--- src/rtl/uart_tx_cfg.sv ---
// UART transmitter with a small transmit FIFO. Baud divisor, parity mode and
// stop-bit count are captured when each frame starts, so configuration changes
// only take effect on the next frame.
module uart_tx_cfg #(
   parameter int DATA_W     = 8,
   parameter int FIFO_DEPTH = 4,
   parameter int DIV_W      = 16
) (
   input  logic                        uart_clock,
   input  logic                        uart_reset,
   input  logic                        tx_valid,
   input  logic [DATA_W-1:0]           tx_data,
   output logic                        tx_ready,
   input  logic [DIV_W-1:0]            baud_div,
   input  logic [1:0]                  parity_mode,
   input  logic                        stop_bits,
   input  logic                        tx_enable,
   output logic                        uart_d_out,
   output logic                        tx_busy,
   output logic                        tx_done,
   output logic [$clog2(FIFO_DEPTH):0] fifo_level
);
   localparam int PTR_W = $clog2(FIFO_DEPTH);
   localparam int LVL_W = PTR_W + 1;
   localparam int IDX_W = $clog2(DATA_W);

   typedef enum logic [2:0] {IDLE, START, DATA, PARITY, STOP} stateT;

   stateT             stateQ, stateD;
   logic [DATA_W-1:0] fifoMem [FIFO_DEPTH];
   logic [PTR_W-1:0]  wrPtrQ, wrPtrD, rdPtrQ, rdPtrD;
   logic [LVL_W-1:0]  levelQ, levelD;
   logic [DATA_W-1:0] shiftQ, shiftD;
   logic [DIV_W-1:0]  divCntQ, divCntD, effDivQ, effDivD;
   logic [IDX_W-1:0]  bitIdxQ, bitIdxD;
   logic              parOnQ, parOnD, parBitQ, parBitD;
   logic              stopTwoQ, stopTwoD;
   logic              lineQ, lineD, doneQ, doneD;
   logic              push, pop, fifoEmpty, frameGo, bitEnd, loadFrame;

   // Flow control works from registered occupancy only, so a full FIFO never
   // accepts a word even if a pop happens in the same cycle.
   assign tx_ready   = (levelQ != LVL_W'(FIFO_DEPTH));
   assign fifoEmpty  = (levelQ == '0);
   assign push       = tx_valid && tx_ready;
   assign frameGo    = !fifoEmpty && tx_enable;
   assign pop        = loadFrame;
   assign fifo_level = levelQ;
   assign uart_d_out = lineQ;
   assign tx_busy    = (stateQ != IDLE);
   assign tx_done    = doneQ;

   // FIFO storage; contents need no reset because the pointers define validity.
   always_ff @(posedge uart_clock) begin
      if (push) begin
         fifoMem[wrPtrQ] <= tx_data;
      end
   end

   // FIFO pointer and occupancy bookkeeping.
   always_comb begin
      wrPtrD = wrPtrQ;
      rdPtrD = rdPtrQ;
      levelD = levelQ;
      if (push) begin
         wrPtrD = wrPtrQ + PTR_W'(1);
      end
      if (pop) begin
         rdPtrD = rdPtrQ + PTR_W'(1);
      end
      if (push && !pop) begin
         levelD = levelQ + LVL_W'(1);
      end else if (pop && !push) begin
         levelD = levelQ - LVL_W'(1);
      end
   end

   // Frame sequencing: every state lasts whole bit periods; a new frame is
   // loaded from IDLE or straight out of the last stop bit.
   always_comb begin
      stateD    = stateQ;
      divCntD   = divCntQ;
      bitIdxD   = bitIdxQ;
      shiftD    = shiftQ;
      effDivD   = effDivQ;
      parOnD    = parOnQ;
      parBitD   = parBitQ;
      stopTwoD  = stopTwoQ;
      doneD     = 1'b0;
      loadFrame = 1'b0;
      bitEnd    = (divCntQ == effDivQ);
      if (stateQ != IDLE) begin
         divCntD = bitEnd ? '0 : divCntQ + DIV_W'(1);
      end
      unique case (stateQ)
         IDLE: begin
            if (frameGo) begin
               loadFrame = 1'b1;
            end
         end
         START: begin
            if (bitEnd) begin
               stateD  = DATA;
               bitIdxD = '0;
            end
         end
         DATA: begin
            if (bitEnd) begin
               if (bitIdxQ == IDX_W'(DATA_W - 1)) begin
                  bitIdxD = '0;
                  stateD  = parOnQ ? PARITY : STOP;
               end else begin
                  bitIdxD = bitIdxQ + IDX_W'(1);
                  shiftD  = shiftQ >> 1;
               end
            end
         end
         PARITY: begin
            if (bitEnd) begin
               stateD  = STOP;
               bitIdxD = '0;
            end
         end
         STOP: begin
            if (bitEnd) begin
               if (bitIdxQ == IDX_W'(stopTwoQ)) begin
                  doneD = 1'b1;
                  if (frameGo) begin
                     loadFrame = 1'b1;
                  end else begin
                     stateD = IDLE;
                  end
               end else begin
                  bitIdxD = bitIdxQ + IDX_W'(1);
               end
            end
         end
         default: stateD = IDLE;
      endcase
      if (loadFrame) begin
         stateD   = START;
         divCntD  = '0;
         bitIdxD  = '0;
         shiftD   = fifoMem[rdPtrQ];
         effDivD  = (baud_div == '0) ? DIV_W'(1) : baud_div;
         parOnD   = parity_mode[0] ^ parity_mode[1];
         parBitD  = (^fifoMem[rdPtrQ]) ^ (parity_mode == 2'b10);
         stopTwoD = stop_bits;
      end
   end

   // The line level is derived from the state being entered so the output
   // register lines up with the state register.
   always_comb begin
      lineD = 1'b1;
      unique case (stateD)
         IDLE:    lineD = 1'b1;
         START:   lineD = 1'b0;
         DATA:    lineD = shiftD[0];
         PARITY:  lineD = parBitQ;
         STOP:    lineD = 1'b1;
         default: lineD = 1'b1;
      endcase
   end

   // All state registers, cleared asynchronously by the active-low reset.
   always_ff @(posedge uart_clock or negedge uart_reset) begin
      if (!uart_reset) begin
         stateQ   <= IDLE;
         wrPtrQ   <= '0;
         rdPtrQ   <= '0;
         levelQ   <= '0;
         shiftQ   <= '0;
         divCntQ  <= '0;
         effDivQ  <= DIV_W'(1);
         bitIdxQ  <= '0;
         parOnQ   <= 1'b0;
         parBitQ  <= 1'b0;
         stopTwoQ <= 1'b0;
         lineQ    <= 1'b1;
         doneQ    <= 1'b0;
      end else begin
         stateQ   <= stateD;
         wrPtrQ   <= wrPtrD;
         rdPtrQ   <= rdPtrD;
         levelQ   <= levelD;
         shiftQ   <= shiftD;
         divCntQ  <= divCntD;
         effDivQ  <= effDivD;
         bitIdxQ  <= bitIdxD;
         parOnQ   <= parOnD;
         parBitQ  <= parBitD;
         stopTwoQ <= stopTwoD;
         lineQ    <= lineD;
         doneQ    <= doneD;
      end
   end
endmodule

--- config.mk ---
export PLATFORM = sky130hd
export DESIGN_NAME = uart_tx_cfg
export DESIGN_NICKNAME = d
export VERILOG_FILES = /design/src/rtl/uart_tx_cfg.sv
export SDC_FILE = /design/constraint.sdc
export NUM_CORES = 1
export LEC_CHECK = 0
export ABC_AREA = 1
export CORE_ASPECT_RATIO = 0.6
export CORE_MARGIN = 10
export CORE_UTILIZATION = 52
export CTS_CLUSTER_DIAMETER = 150
export DETAILED_ROUTE_END_ITERATION = 12
export PLACE_DENSITY = 0.8
export SYNTH_ARGS = -nofsm -noshare
export SYNTH_HDL_FRONTEND = slang
export SYNTH_SLANG_ARGS = --single-unit
export TNS_END_PERCENT = 20
--- constraint.sdc ---
create_clock -name uart_clock -period 3.8 [get_ports uart_clock]
set_clock_uncertainty 0.1 [all_clocks]
set_input_delay 0.76 -clock uart_clock [delete_from_list [all_inputs] [get_ports uart_clock]]
set_output_delay 0.76 -clock uart_clock [all_outputs]
set_load 0.005 [all_outputs]
==> impl_metrics.prom <==
# TYPE chip_impl_metric gauge
chip_impl_metric{name="maxClockFrequency",unit="MHz"} 350
chip_impl_metric{name="async_reset_ff_share",unit="%"} 64.4
chip_impl_info{name="run_status",value="finished clean"} 1
chip_impl_metric{name="clock-sinks",unit=""} 90
chip_impl_info{name="library_cell_used_as_clock_root_buffer",value="clkbuf_16"} 1
chip_impl_metric{name="clk-insertion-delay-late",unit="ns"} 0.34
chip_impl_info{name="rsz0062_at_grt",value="no"} 1
chip_impl_info{name="critical_path.reg2reg.startpoint",value="divCntQ[4]$_DFFE_PN0P_"} 1
chip_impl_metric{name="synthesis.area_per_instance",unit="um2"} 8.61
chip_impl_metric{name="synth_top_area_share",unit="%"} 30.2
chip_impl_metric{name="yosys.cell_types.count",unit=""} 37
chip_impl_metric{name="powerDensity",unit="nW/um2"} 455
chip_impl_metric{name="grtUsageTotal",unit="%"} 16.3
chip_impl_metric{name="total_of_endpoints_with_negative_setup_slack_in_the_final_report",unit=""} 0
chip_impl_info{name="cts_tree",value="done"} 1
chip_impl_metric{name="static_power_due_to_leakage",unit="nW"} 2.43
chip_impl_metric{name="num_antenna_cells",unit=""} 0
chip_impl_metric{name="die-area",unit="um2"} 13200
chip_impl_metric{name="accumulated_negative_setup_slack",unit="ns"} 0
chip_impl_info{name="crit_path_cell_trace",value="inv_1 > nand2_1 > nand2_1 > nor2_1 > nand2_1 > nor2_4 > nand3_2 > nand2_2 > nand2_4 > ha_1 > inv_1 > fa_1 > nor2_1 > a21oi_1"} 1
chip_impl_metric{name="remaining_drc_errors",unit=""} 0
chip_impl_metric{name="ctsHoldBuffers",unit=""} 0
chip_impl_info{name="main_combinational_cell_family_by_area_after_synthesis",value="simple AND/OR/NAND/NOR gates"} 1
chip_impl_metric{name="post_cts_resize_count",unit=""} 0
chip_impl_metric{name="sequential_cell_area",unit="um2"} 2410
chip_impl_info{name="min-delay-start",value="effDivQ[0]$_DFFE_PN1P_"} 1
chip_impl_metric{name="internal_reg_to_reg_setup_slack",unit="ns"} 0.95
chip_impl_metric{name="synth-xor-area-share",unit="%"} 3.21
chip_impl_metric{name="core_area",unit="um2"} 8590
chip_impl_metric{name="first_pass_iters",unit=""} 8
chip_impl_metric{name="max_cap_violations",unit=""} 0
chip_impl_metric{name="finalWirelength",unit="um"} 10400
chip_impl_metric{name="cts-htree-levels",unit=""} 3
chip_impl_info{name="cpLargestDelayFamily",value="simple AND/OR/NAND/NOR gates"} 1
chip_impl_metric{name="drt_iter0_drc",unit=""} 495
chip_impl_metric{name="via_count",unit=""} 3663
chip_impl_metric{name="final_hold_viol_count",unit=""} 0
chip_impl_info{name="min_to",value="effDivQ[0]$_DFFE_PN1P_"} 1
chip_impl_metric{name="vdd.ir_drop.worst",unit="uV"} 279
chip_impl_metric{name="number_of_fillers_in_the_final_layout",unit=""} 718
chip_impl_metric{name="hold_depth",unit=""} 2
chip_impl_info{name="most-common-layout-cells",value="165 x nand2_1, 69 x inv_1, 56 x dfrtp_1, 45 x nor2_1, 44 x nand3_1"} 1
chip_impl_info{name="crit-reg2reg-capture",value="fifo_level[1]$_DFFE_PN0P_"} 1
chip_impl_metric{name="multi_input_area",unit="um2"} 1840
chip_impl_info{name="crit_slowest_cell",value="dfrtp_1"} 1
chip_impl_info{name="critPathCaptureType",value="flop"} 1
chip_impl_metric{name="port_buffers",unit=""} 37
chip_impl_metric{name="reg2regPathDepth",unit=""} 14
chip_impl_metric{name="floorplan.initialDensity",unit="%"} 54.0
chip_impl_metric{name="postSynthCellCount",unit=""} 539
chip_impl_metric{name="tritoncts.num_buffers",unit=""} 9
chip_impl_metric{name="worst_ep_required_time",unit="ns"} 3.92
chip_impl_metric{name="via_count_of_the_first_global_routing_pass",unit=""} 3484
chip_impl_info{name="worst_hold_path_type",value="reg2reg"} 1
chip_impl_metric{name="post-route-util",unit="%"} 62.5
chip_impl_metric{name="period_share",unit="%"} 75.1
chip_impl_metric{name="synth_edf_count",unit=""} 32
chip_impl_info{name="timing.setup.critical_path_class",value="reg2reg"} 1
chip_impl_metric{name="yosys.area_share.adder",unit="%"} 2.86
chip_impl_metric{name="mappedNetlistArea",unit="um2"} 4640
chip_impl_info{name="synth.largest_area_cell",value="dfrtp_1"} 1
chip_impl_metric{name="synth_seq_cells",unit=""} 90
chip_impl_metric{name="gp_routability_congestion",unit=""} 0.874
chip_impl_metric{name="worst-path-stages",unit=""} 14
chip_impl_metric{name="finalWorstPathRequiredPeriod",unit="ns"} 2.85
chip_impl_metric{name="mean_routed_wirelength_per_cell",unit="um"} 15.0
chip_impl_metric{name="detail-route-antenna-nets",unit=""} 0
chip_impl_info{name="synth_ff_type",value="dfrtp_1"} 1
chip_impl_metric{name="worst_path_largest_cell_delay",unit="ns"} 0.49
chip_impl_metric{name="post_cts_buffers",unit=""} 0
chip_impl_metric{name="pin_count_of_the_biggest_net_entering_global_routing",unit=""} 48
chip_impl_info{name="layout.cells.most_common",value="nand2_1"} 1
chip_impl_metric{name="grt.overflow.total",unit=""} 0
chip_impl_metric{name="worst_ep_arrival_time",unit="ns"} 2.98
chip_impl_metric{name="synth_compound_area_share",unit="%"} 7.23
chip_impl_info{name="start_kind",value="flop"} 1
chip_impl_metric{name="place_hpwl",unit="um"} 7270
chip_impl_metric{name="slew_headroom",unit="%"} 29.1
chip_impl_metric{name="fraction_of_final_layout_cells_with_drive_strength_greater_than_1",unit="%"} 7.06
chip_impl_metric{name="yosys_warnings",unit=""} 0
chip_impl_metric{name="seq_area_frac_synth",unit="%"} 52.0
chip_impl_info{name="most_frequent_cp_cell",value="nand2_1"} 1
chip_impl_metric{name="worst_setup_hold_path_clk_slew",unit="ns"} 0.06
chip_impl_metric{name="finish.net_count",unit=""} 617
chip_impl_metric{name="areaGrowthSynthToFinish",unit="%"} 15.7
chip_impl_metric{name="synth.mux.area_fraction",unit="%"} 0
chip_impl_metric{name="tightestPinTransition",unit="ns"} 1.06
chip_impl_metric{name="design.portCount",unit=""} 38
chip_impl_metric{name="die_y",unit="um"} 93.2
chip_impl_metric{name="maxSlewViolCount",unit=""} 0
chip_impl_metric{name="cts-root-to-sink-buffers",unit=""} 2
chip_impl_metric{name="number_of_antenna_violations_at_the_first_check_in_global_routing",unit=""} 0
chip_impl_metric{name="die_x",unit="um"} 142
chip_impl_metric{name="rows",unit=""} 26
chip_impl_metric{name="grt_pass1_wl",unit="um"} 17400
chip_impl_metric{name="viasPerCell",unit=""} 5.29
chip_impl_metric{name="synthSimpleGateAreaFrac",unit="%"} 26.4
chip_impl_metric{name="worst_path_buf_inv",unit=""} 2
chip_impl_info{name="largest_cells_by_area_after_synthesis",value="dfrtp_1 30%, edfxtp_1 21%, nand2_1 13%"} 1
chip_impl_metric{name="path_max_fanout",unit=""} 28
chip_impl_metric{name="postSynthNetCount",unit=""} 580
-- synthesized netlist by cell type, drive strengths merged, types with 2 or more instances --
master,instances
buf,12
edfxtp,32
ha,9
o211ai,5
dfrtp,56
a21oi,9
dfstp,2
xnor2,5
nor2,48
o22ai,2
nand3,47
xor2,12
nand2,170
nor3,6
nor4,5
inv,71
o21ai,34
clkinv,2
nand4,6
-- layout make-up --
class	count	area share [%]
Inverter	73	5.13
Sequential cell	90	45.0
Clock buffer	12	4.59
Clock inverter	4	1.40
Timing Repair Buffer	38	6.95
Tap cell	112	2.61
Multi-Input combinational cell	364	34.3
-- state kept, by name (all words and copies together) (netlist names) --
signal	flops
fifo_level	3
wrPtrQ	2
shiftQ	8
tx_done	1
rdPtrQ	2
uart_d_out	1
parBitQ	1
stopTwoQ	1
parOnQ	1
stateQ	3
divCntQ	16
effDivQ	16
bitIdxQ	3
fifoMem	32
-- tightest hold or removal path, stage by stage (launching register included) --
cell     delay, ns
dfstp_2       0.38
nand2_1       0.07
o21ai_2       0.05
-- power breakdown --
part / internal [mW] / switching, mW
registers: 1.11 / 0.0424
logic: 0.137 / 0.200
clock network: 0.594 / 0.360
-- metrics by stage --
stage	setup WS, ns	power, mW	instance area, um2	std cells	hold slack [ns]
after floorplan	1.37	1.35	4640	539	0.349
after global placement	0.806	1.48	5050	677	0.370
after detailed placement	0.698	1.51	5050	677	0.385
after CTS	0.977	2.47	5370	693	0.398
after global routing	0.702	2.56	5370	693	0.430
final	0.947	2.44	5370	693	0.398
-- logic make-up after synthesis --
group | Yosys count
xor gates and xnor gates | 17
AOI/OAI and AO/OA | 53
buffers and inverters | 85
and+or+nand+nor | 284
adders and majority gates | 10
DFF | 90
-- worst max-delay path by stage --
stage	startpoint	end	slack (ns)
final	divCntQ[4]$_DFFE_PN0P_	fifo_level[1]$_DFFE_PN0P_	0.95
after global routing	divCntQ[4]$_DFFE_PN0P_	fifo_level[1]$_DFFE_PN0P_	0.70
after CTS	divCntQ[4]$_DFFE_PN0P_	fifo_level[1]$_DFFE_PN0P_	0.98
after detailed placement	tx_enable	fifo_level[2]$_DFFE_PN0P_	0.70
after global placement	tx_enable	fifo_level[2]$_DFFE_PN0P_	0.81
after floorplan	effDivQ[0]$_DFFE_PN1P_	fifo_level[2]$_DFFE_PN0P_	1.37
-- layer usage --
metal	track usage, %	wire length (um)
met1	22.5	5020
met2	23.9	4500
met3	4.95	716
met4	5.25	177
met5	0	0
Note: power is estimated with default switching activity, not from simulation.
